File: config.mk
export PLATFORM = sky130hd
export DESIGN_NAME = nt_pad_flat
export DESIGN_NICKNAME = d
export VERILOG_FILES = /design/src/rtl/nt_pad_if.sv /design/src/rtl/nt_pad.sv /design/src/flat_wrapper.sv
export SDC_FILE = /design/constraint.sdc
export NUM_CORES = 1
export LEC_CHECK = 0
export ABC_AREA = 1
export CORE_AREA = 2 2 208 210
export CTS_CLUSTER_DIAMETER = 80
export DETAILED_ROUTE_END_ITERATION = 6
export DIE_AREA = 0 0 210 212
export SLEW_MARGIN = 10
export SYNTH_ARGS = -nofsm -noshare
export SYNTH_HDL_FRONTEND = slang
export SYNTH_SLANG_ARGS = --single-unit
File: constraint.sdc
create_clock -name clk -period 25.2 [get_ports clk]
set_input_delay 7.56 -clock clk [delete_from_list [all_inputs] [get_ports clk]]
set_output_delay 7.56 -clock clk [all_outputs]
set_load 0.05 [all_outputs]
File: src/rtl/nt_pad_if.sv
// nt_pad_if: character-stream input and padded-block output of nt_pad.
// Carries ovf only when NT_PAD_OVERFLOW_FLAG_EN is defined.
interface nt_pad_if;
    logic         in_valid;
    logic         in_ready;
    logic [7:0]   in_char;
    logic         in_last;
    logic         in_null;
    logic         ordy;
    logic         ack;
    logic [511:0] data;
    logic [4:0]   nchars;
`ifdef NT_PAD_OVERFLOW_FLAG_EN
    logic         ovf;
    modport master (output in_valid, in_char, in_last, in_null, ack,
                    input in_ready, ordy, data, nchars, ovf);
    modport slave  (input in_valid, in_char, in_last, in_null, ack,
                    output in_ready, ordy, data, nchars, ovf);
`else
    modport master (output in_valid, in_char, in_last, in_null, ack,
                    input in_ready, ordy, data, nchars);
    modport slave  (input in_valid, in_char, in_last, in_null, ack,
                    output in_ready, ordy, data, nchars);
`endif
endinterface

File: src/rtl/nt_pad.sv
// nt_pad: Latin-1 password stream to UTF-16LE, MD4-padded 512-bit block.
// NT_PAD_OVERFLOW_FLAG_EN: overlong passwords are truncated and flagged on ovf instead of dropped.
module nt_pad #(
    parameter int MAX_CHARS = 27
) (
    input logic   clk,
    input logic   rst,
    nt_pad_if.slave bus
);
`ifdef NT_PAD_OVERFLOW_FLAG_EN
    localparam bit OVF_EN = 1'b1;
`else
    localparam bit OVF_EN = 1'b0;
`endif
    typedef enum logic [1:0] {FILL, DRAIN, DONE} state_t;
    state_t       state, next;
    logic [4:0]   cnt;
    logic [4:0]   nchars_q;
    logic [511:0] data_q;
    logic         accept, wr, over, drain_end, fin, clr;
    logic [4:0]   n_fin;
    logic [15:0]  len;
    logic [8:0]   wpos, tpos;

    assign accept    = bus.in_valid && bus.in_ready;
    assign wr        = accept && state == FILL && !bus.in_null && cnt < 5'(MAX_CHARS);
    assign over      = accept && state == FILL && !bus.in_null && cnt == 5'(MAX_CHARS);
    assign drain_end = accept && bus.in_last && (state == DRAIN || over);
    assign n_fin     = cnt + {4'b0, wr};
    assign len       = {7'b0, n_fin, 4'b0};
    assign wpos      = 9'(511 - 16 * int'(cnt));
    assign tpos      = 9'(511 - 16 * int'(n_fin));
    assign fin       = state != DONE && next == DONE;
    // A dropped overlong password must leave no residue for the next one
    assign clr       = (state == DONE && bus.ack) || (!OVF_EN && drain_end);

    assign bus.in_ready = state != DONE;
    assign bus.ordy     = state == DONE;
    assign bus.data     = data_q;
    assign bus.nchars   = nchars_q;

    always_ff @(posedge clk or posedge rst) begin
        if (rst) state <= FILL;
        else     state <= next;
    end

    always_comb begin
        next = state;
        case (state)
            FILL:    next = drain_end ? (OVF_EN ? DONE : FILL) :
                            over ? DRAIN :
                            (accept && bus.in_last) ? DONE : FILL;
            DRAIN:   next = drain_end ? (OVF_EN ? DONE : FILL) : DRAIN;
            DONE:    next = bus.ack ? FILL : DONE;
            default: next = FILL;
        endcase
    end

    always_ff @(posedge clk or posedge rst) begin
        if (rst) begin
            data_q   <= '0;
            cnt      <= '0;
            nchars_q <= '0;
        end else if (clr) begin
            data_q   <= '0;
            cnt      <= '0;
            nchars_q <= '0;
        end else begin
            if (wr) begin
                data_q[wpos -: 16] <= {bus.in_char, 8'h00};
                cnt                <= cnt + 5'd1;
            end
            if (fin) begin
                data_q[tpos -: 8] <= 8'h80;
                data_q[63:48]     <= {len[7:0], len[15:8]};
                nchars_q          <= n_fin;
            end
        end
    end

`ifdef NT_PAD_OVERFLOW_FLAG_EN
    logic ovf_q;
    assign bus.ovf = ovf_q;

    always_ff @(posedge clk or posedge rst) begin
        if (rst)                           ovf_q <= 1'b0;
        else if (state == DONE && bus.ack) ovf_q <= 1'b0;
        else if (drain_end)                ovf_q <= 1'b1;
    end
`endif
endmodule

File: src/flat_wrapper.sv
// flat-port wrapper written by rule: the top's interface ports become plain ports
module nt_pad_flat 
#(
    parameter int MAX_CHARS = 27
)
  (clk, rst, bus_in_valid, bus_in_char, bus_in_last, bus_in_null, bus_ack, bus_in_ready, bus_ordy, bus_data, bus_nchars);
  nt_pad_if bus_i ();
  input logic clk;
  input logic rst;
  input wire logic [$bits(bus_i.in_valid)-1:0] bus_in_valid;
  input wire logic [$bits(bus_i.in_char)-1:0] bus_in_char;
  input wire logic [$bits(bus_i.in_last)-1:0] bus_in_last;
  input wire logic [$bits(bus_i.in_null)-1:0] bus_in_null;
  input wire logic [$bits(bus_i.ack)-1:0] bus_ack;
  output wire logic [$bits(bus_i.in_ready)-1:0] bus_in_ready;
  output wire logic [$bits(bus_i.ordy)-1:0] bus_ordy;
  output wire logic [$bits(bus_i.data)-1:0] bus_data;
  output wire logic [$bits(bus_i.nchars)-1:0] bus_nchars;
  assign bus_i.in_valid = bus_in_valid;
  assign bus_i.in_char = bus_in_char;
  assign bus_i.in_last = bus_in_last;
  assign bus_i.in_null = bus_in_null;
  assign bus_i.ack = bus_ack;
  assign bus_in_ready = bus_i.in_ready;
  assign bus_ordy = bus_i.ordy;
  assign bus_data = bus_i.data;
  assign bus_nchars = bus_i.nchars;
  nt_pad #(.MAX_CHARS(MAX_CHARS)) u_core (.clk(clk), .rst(rst), .bus(bus_i));
endmodule
# Word-level counts from Yosys, hierarchy flattened
# Index checks and enable logic that the tools add are counted.
# op_classes
n_addsub	6
n_lt_le_gt_ge	1
eq_ne	5
n_shift	4
n_mux	16
n_reduce_logical	15
# ops
cell	count
$mux W512	4
$bwmux W512	2
$shift A16 B11 Y527 const A	1
$shiftx A16 B11 Y527	1
$shift A8 B11 Y519 const A	1
$shiftx A8 B11 Y519 const A	1
$neg A9 Y11	2
$mux W5	4
$sub A9 B9 Y9 const A	2
$logic_and A1 B1 Y1	9
$mux W2	4
$pmux W2 S3	1
$add A5 B1 Y5	1
$add A5 B1 Y5 const B	1
$eq A5 B5 Y1 const B	1
$lt A5 B5 Y1 const B	1
$eq A2 B2 Y1 const B	2
$reduce_bool A2 Y1	2
$eq A2 B1 Y1 const B	1
$logic_not A2 Y1	1
$logic_or A1 B1 Y1	2
$ne A2 B2 Y1 const B	1
$logic_not A1 Y1	1
$mux W1	1
# totals
reg_bits	524
inputBits	14
output_inout_bits	519
word_cells	51

# Logic depth before layout (Yosys ltp)
# Gate-level depths: netlist (run 1).
# logic_depth
word_depth	13
ltp_mapped	18
depth_no_buf	16

# Worst setup path after synthesis (run 1)
# Ideal clock, no wire load.
# synth_timing
path_kind	input to register
start	input port bus_in_null
end	register u_core.data_q[440], in the netlist u_core.bus.data[440]
setup_ps	124
arrival_time_ps	9502
t_required_ps	25076
setup_slack_ps	15574
cell_stages	16
n_path_buf	2
cell_sequence	inv_1 > nand2_1 > nor2_2 > nand2_1 > buf_6 > inv_1 > ha_1 > ha_1 > nand3_1 > nand2_1 > nand2_2 > nor2_1 > buf_4 > nand2_1 > nand2_1 > nor2_1
# synth_via
elab_chain_len	11
word_cells_on_any_way	23
classes_between	3 x add/sub; 1 x eq/ne; 2 x shift; 9 x mux; 8 x reduce/logical
# synth_lines
element	line_no	text
start: declaration	flat_wrapper.sv:13	input wire logic [$bits(bus_i.in_null)-1:0] bus_in_null;
$logic_not A1 Y1 *	nt_pad.sv:26, nt_pad.sv:27	
$logic_and A1 B1 Y1 *	nt_pad.sv:26, nt_pad.sv:27	
branches (longest 8 deep; another with $neg A9 Y11)	-	
$mux W512 *	nt_pad.sv:64	end else if (clr) begin
end signal: indexed assignment	nt_pad.sv:70	data_q[wpos -: 16] <= {bus.in_char, 8'h00};
end: declaration	nt_pad.sv:19	logic [511:0] data_q;
# Mark *: on every way between the ends. The select of a mux whose other input is x is not followed.
# A chain may end at the register's enable or synchronous reset.

# Worst setup path after layout (run 1)
# layout_timing
start	input port bus_in_valid
end	register u_core.data_q[443], in the netlist u_core.bus.data[443]
# layout_via
elab_chain_len	12
word_cells_on_any_way	26
classes_between	3 x add/sub; 1 x eq/ne; 2 x shift; 10 x mux; 10 x reduce/logical
# layout_lines
element	line_no	text
start: declaration	flat_wrapper.sv:10	input wire logic [$bits(bus_i.in_valid)-1:0] bus_in_valid;
$logic_and A1 B1 Y1 *	nt_pad.sv:25	assign accept = bus.in_valid && bus.in_ready;
branches (longest 10 deep; another with $neg A9 Y11)	-	
$mux W512 *	nt_pad.sv:64	
# Marked as above.

==> impl_results.md, run 1 <==
- Commonest cells after routing, fill and taps aside: 425 x nand2_1, 277 x clkdlybuf4s50_1, 269 x dfrtp_1
- HP Class: reg -> reg
- Max_cap viols: 0
- Wire length of the first global-routing pass: 71800 um
- CTS Root Cell: clkbuf_16
- Hold Path Sink: u_core.bus.data[63]$_DFFE_PP0P_
- Routed WL per cell: about 18 um
- I/O Buffers: 277
- Row cnt: 76
- Worst Tran Pin Value: between 900 and 1000 ps
- CP Max Fanout: 13
- Req. time, crit path: 25610 ps
- Status: complete, no violations
- Num Clock Sinks: 269
- Met1 Track Usage GR: 0.269
- Most area-hungry cell type in the Yosys netlist: dfrtp_1
- Final period utilization: 0.429
- Commonest non-fill, non-tap cell in the layout: nand2_1
- Layout Skew: 31.3 ps
- Reg2Reg Setup Slack: ~21000 ps
- Core Region: 42500 um2
- Grt ovf: 0
- CTS Hold Bufs: 0
- Die span in y: 212 um
- Crit path time final: 10800 ps
- Worst flop-to-flop path endpoint: u_core.bus.data[443]$_DFF_PP0_
- Setup Buffers After CTS: 0
- GRT Total Usage: 0.213
- TritonRoute pass-1 iters: 5
- Gpl congestion: approximately 0.84
- Via count: ~12000
- Filler cells: about 4300
- Largest net degree at the start of global routing: between 150 and 200
- Via density: approximately 4.6
- Setup crit start kind: input pin
- 1st-iter DRT viols: 884
- LEAKAGE: 8.60 nW
- Max Fclk: 0.0926 GHz
- Drt total wl: ~48000 um
- Synth Cell Area: 14400 um2
- Area Overhead vs Synth: 23.2%
- Hold_ws: 471 ps
- PnR Total Power: 1.33 mW
- R2r worst-path depth: 14
- FF-to-FF Start: u_core.cnt[2]$_DFFE_PP0P_
- Final setup viols: 0
- FF/Latch Area: 6730 um2
- TritonCTS clock tree: yes
- Initial antenna violation count: 2
- Avg Inst Size Synth: 7.88 um2
- Deepest clock path buffer count: 3
- Post-layout util: 0.417
- Initial cell density of the core: 0.339
- PwrDens: 74.9 nW/um2
- Worst EP arrival: 11210 ps
- Area contributors post-synth: dfrtp_1 47%, buf_4 14%, nand2_1 11%, nor2_1 6.5%, o21ai_0 6.2%
- Slew Limit Fails: 0
- Unrepaired setup endpoints after global routing: false
- Area fraction of the dominant cell type after synthesis: 0.468
- Met2 Usage GRT: 0.367
- Peak VDD IR: 0.0000369 V
- Antenna diodes: 0
- Vias in the first global route: 11600
- Final instance area: about 18000 um2
- CTS clk-pin slew, worst paths: 60 ps
- Die W: 210 um
- Busiest layer in global routing: met2
- GRT met3 Usage: 0.0452
- Htree depth: 2
- Unique masters post-synth: 29
- Ports: about 530
- Cts repair resizes: 0
- Final nets: ~2100
- Antenna viol nets, final: 0
- Sequential share of the synthesized area: 0.468
- Num CTS Buffers: 34
- DPL Wire Length: 35700 um
- Max-slew headroom: 0.348
- Drt drc: 0
- Cell count after synthesis: 1827
- Multi-input logic area: slightly below 6000 um2
- Hold path startpoint: u_core.bus.data[63]$_DFFE_PP0P_
- Ys Warns: 0
- Cells on Worst Hold Path: 2
- Critical Path Sink Type: register
- Share of cells above drive strength 1: 0.0473
- TNS Setup: 0 ps
- Synthesis-stage register bit count: 269
- WS Path Type: in -> reg
- Hold violation count in the final report: 0
- Die Area: 44500 um2
- Placed inst area: roughly 17000 um2
- Later-pin clock latency in the skew report: 550 ps
==> power breakdown <==
group	internal (mW)	switching (mW)	leakage [nW]
combinational	0.0686	0.304	4.33
sequential	0.455	0.0225	3.74
clock	0.282	0.196	0.534
total	0.805	0.522	8.60
==> state kept, by name, summed over array words and instances, names as in the netlist <==
signal and cells:
u_core.cnt 5, u_core.bus.nchars 5, u_core.bus.data 257, u_core.state 2
==> layer usage <==
| layer | wire length [um] | vias to the layer above | share of wire |
|---|---|---|---|
| met2 | 24000 | 499 | 0.49 |
| met4 | 1130 | 4 | 0.023 |
| met1 | 20100 | 5943 | 0.42 |
| met3 | 3160 | 75 | 0.065 |
| met5 | 27 | - | 0.00056 |
| li1 | - | 5772 | - |
==> cells in the mapped netlist <==
cell type    n
nand2_2     10
inv_2        3
nor3_1      14
nand3b_2     1
nor2_4       5
clkbuf_1    15
nand4_1      9
clkinv_1     1
nand3_1     70
inv_1      139
ha_1         8
buf_1        1
nand2_4     11
buf_6        5
nor2_1     249
nand2_1    426
o21ai_0    178
nand3_2      1
clkbuf_2     2
buf_2       28
nor2_2       4
nor3b_1      2
a21boi_4     1
or2_2        1
a21oi_1    107
conb_1       1
buf_4      263
dfrtp_1    269
o21ai_1      3
==> through the flow <==
stage	worst slack, ps	std cells
after floorplan	10230	2081
after global placement	14020	2597
after detailed placement	13850	2597
after CTS	14410	2658
after global routing	14090	2658
final	14400	2658
==> logic make-up (layout without fill, tap and decap cells) <==
group,after synthesis,count (layout),share of synthesized area
buffers and inverters,457,488,0.193
adder cells (fa/ha/maj),8,8,0.00695
AND/OR/NAND/NOR,803,803,0.231
other,1,255,0.000261
AO/OA/AOI/OAI,289,289,0.101
flip-flops,269,269,0.468
==> critical path: stages <==
cell             delay (ps)
clkdlybuf4s50_1         500
nand2_1                 100
nor2_2                  600
nand2_2                 120
inv_1                   190
ha_1                    260
ha_1                    270
nand3_1                 100
nand2_1                 110
nand2_2                 130
nor2_2                  740
nand2_1                 190
nand2_1                 260
nor2_1                   80
==> final cells by class <==
cell class | count | area share
multi-input combinational | 1355 | 0.330
clock inverter | 11 | 0.00614
timing repair buffer | 284 | 0.160
sequential | 269 | 0.380
inverter | 143 | 0.0307
tap | 546 | 0.0385
clock buffer | 50 | 0.0553
==> how the worst max path moves through the flow <==
stage / cells after the start / from / to
2_1_floorplan: 1 / rst / u_core.bus.data[104]$_DFF_PP0_
3_3_place_gp: 14 / bus_in_valid / u_core.bus.data[394]$_DFF_PP0_
3_5_place_dp: 14 / bus_in_valid / u_core.bus.data[397]$_DFF_PP0_
4_1_cts: 14 / bus_in_valid / u_core.bus.data[443]$_DFF_PP0_
5_1_grt: 14 / bus_in_valid / u_core.bus.data[443]$_DFF_PP0_
6_report: 14 / bus_in_valid / u_core.bus.data[443]$_DFF_PP0_
Power figures use the tool's default switching activity.
==> run 2, diff against run 1 <==
Settings changed: CORE_AREA 2 2 208 210 to not set, CORE_ASPECT_RATIO set to 0.6, CORE_MARGIN set to 1.5, CORE_UTILIZATION set to 41, DIE_AREA 0 0 210 212 to not set, PLACE_DENSITY set to 0.78.
Clock period 25.2 ns to 9.9 ns, I/O delays scaled along.
==> impl_results.md, run 2 (synthesis gave the netlist of run 1 again) <==
- Status: complete, no violations
- PwrDens: 187 nW/um2 (+150%)
- Area Overhead vs Synth: 21.6%
- TritonRoute pass-1 iters: 6 (+1)
- CP Max Fanout: 13 (unchanged)
- Largest net degree at the start of global routing: 124 (-19%)
- Deepest clock path buffer count: 3 (unchanged)
- Req. time, crit path: 10340 ps (-15270 ps)
- Later-pin clock latency in the skew report: 570 ps (+20 ps)
- Peak VDD IR: 0.000129 V (+250%)
- GRT Total Usage: 0.254 (+0.0412)
- Grt ovf: 0 (unchanged)
- Worst EP arrival: 6640 ps (-4570 ps)
- Max Fclk: around 0.16 GHz
- Max_cap viols: 0 (unchanged)
- Core Region: 34200 um2 (-20%)
- Unrepaired setup endpoints after global routing: false
- Row cnt: 52 (-32%)
- Htree depth: 1 (-1)
- Ports: 533 (unchanged)
- Layout Skew: 14.5 ps (-16.8 ps)
- 1st-iter DRT viols: 1290 (+46%)
- Initial antenna violation count: 0 (-2)
- Num CTS Buffers: 28 (-18%)
- Antenna viol nets, final: 0 (unchanged)
- DPL Wire Length: 35900 um (+0.74%)
- Die span in y: 148 um (-30%)
- Drt drc: 0 (unchanged)
- Final setup viols: 0 (unchanged)
- Share of cells above drive strength 1: 0.0461 (-0.00125)
- Vias in the first global route: 11600 (+0.043%)
- Die Area: 36300 um2 (-19%)
- Gpl congestion: 0.955 (+13%)
- Cts repair resizes: 0 (unchanged)
- Max-slew headroom: 0.244 (-0.104)
- LEAKAGE: 8.54 nW (-0.66%)
- HP Class: reg -> reg
- Final period utilization: 0.626
- CTS clk-pin slew, worst paths: 70 ps (about the same)
- Die W: 245 um (+17%)
- Initial cell density of the core: 0.421 (+0.0828)
- TNS Setup: 0 ps (unchanged)
- CTS Hold Bufs: 0 (unchanged)
- Setup crit start kind: input pin
- CTS Root Cell: clkbuf_16
- WS Path Type: in -> reg
- Critical Path Sink Type: register
- Worst Tran Pin Value: 1130 ps (+156 ps)
- Slew Limit Fails: 0 (unchanged)
- Commonest non-fill, non-tap cell in the layout: nand2_1
- Hold violation count in the final report: 0 (unchanged)
- Num Clock Sinks: 269 (unchanged)
- Setup Buffers After CTS: 0 (unchanged)
- TritonCTS clock tree: yes
- Filler cells: 3260 (-25%)
- Via density: 4.88 (+5.5%)
- Crit path time final: 6200 ps
- Routed WL per cell: 18.6 um (+2.1%)
- Max reg flops: 257 (unchanged)
- I/O Buffers: 277 (unchanged)
- Final nets: 2107 (-0.095%)
- Wire length of the first global-routing pass: 70900 um (-1.2%)
- Commonest cells after routing, fill and taps aside: 425 x nand2_1, 277 x clkdlybuf4s50_1, 269 x dfrtp_1
- Via count: 12500 (+1.8%)
- Drt total wl: 47700 um (-1.5%)
- Post-layout util: 0.513 (+0.0954)
-- run 2: cell types whose count changed in the layout (fill, tap and decap cells not counted), sizes merged --
| cell | before | now |
|---|---|---|
| bufinv | 1 | 3 |
| buf | 7 | 11 |
| diode | 0 | 1 |
| clkinv | 7 | 6 |
| clkbuf | 50 | 35 |
| clkinvlp | 1 | 3 |
-- run 2: final cells by class --
cell class              instances  area, um2  share of cell area
clock inverters                14        171             0.00979
clock buffers                  35        778              0.0444
repair buffers                288       2870               0.164
inverters                     143        541              0.0309
flip-flops and latches        269       6730               0.384
diodes                          1       2.50            0.000143
multi-input cells            1355       5840               0.334
well taps                     459        574              0.0328
-- run 2: layer usage --
metal / share of wire / vias to the layer above / GRT usage
met5: 0 / - / 0
met1: 0.44 / 6099 / 0.372
li1: - / 5762 / -
met3: 0.10 / 82 / 0.0776
met2: 0.43 / 571 / 0.363
met4: 0.025 / 0 / 0.0651
-- run 2: metrics by stage --
step                cell area, um2  cells  setup WS, ps  power (mW)  hold WS [ps]
CTS                          17500   2563          3800        3.28           478
finish                       17500   2564          3700        3.27           478
floorplan                    15400   2081          3380        1.98           541
detailed placement           16600   2514          3210        2.17           462
global route                 17500   2563          3480        3.40           499
global placement             16600   2514          3440        2.16           454
-- run 2: critical path: stages --
cell and delay [ps]:
clkdlybuf4s50_1 500, nand2_1 100, nor2_2 590, nand2_2 140
inv_1 200, ha_1 260, ha_1 270, nand3_1 100
nand2_1 90, nand2_2 140, nor2_2 740, nand2_1 170
nand2_1 270, nor2_1 90
-- run 2: power breakdown --
part,leakage [nW],internal [mW],switching (mW)
logic,4.35,0.176,0.779
registers,3.73,1.16,0.0578
clock network,0.465,0.639,0.466
-- run 2: path summary, 6_finish.rpt --
kind | start | to | slack, ps | cells after the start
setup / recovery | bus_in_valid | u_core.bus.data[426]$_DFF_PP0_ | 3700 | 14
hold / removal | u_core.bus.nchars[0]$_DFFE_PP0P_ | u_core.bus.nchars[0]$_DFFE_PP0P_ | 480 | 2
setup reg to reg | u_core.cnt[2]$_DFFE_PP0P_ | u_core.bus.data[426]$_DFF_PP0_ | 5760 | 14
hold reg to reg | u_core.bus.nchars[0]$_DFFE_PP0P_ | u_core.bus.nchars[0]$_DFFE_PP0P_ | 480 | 2
max in group asynchronous | rst | u_core.bus.data[74]$_DFF_PP0_ | 5070 | 4
min in group asynchronous | rst | u_core.bus.data[106]$_DFF_PP0_ | 2890 | 2
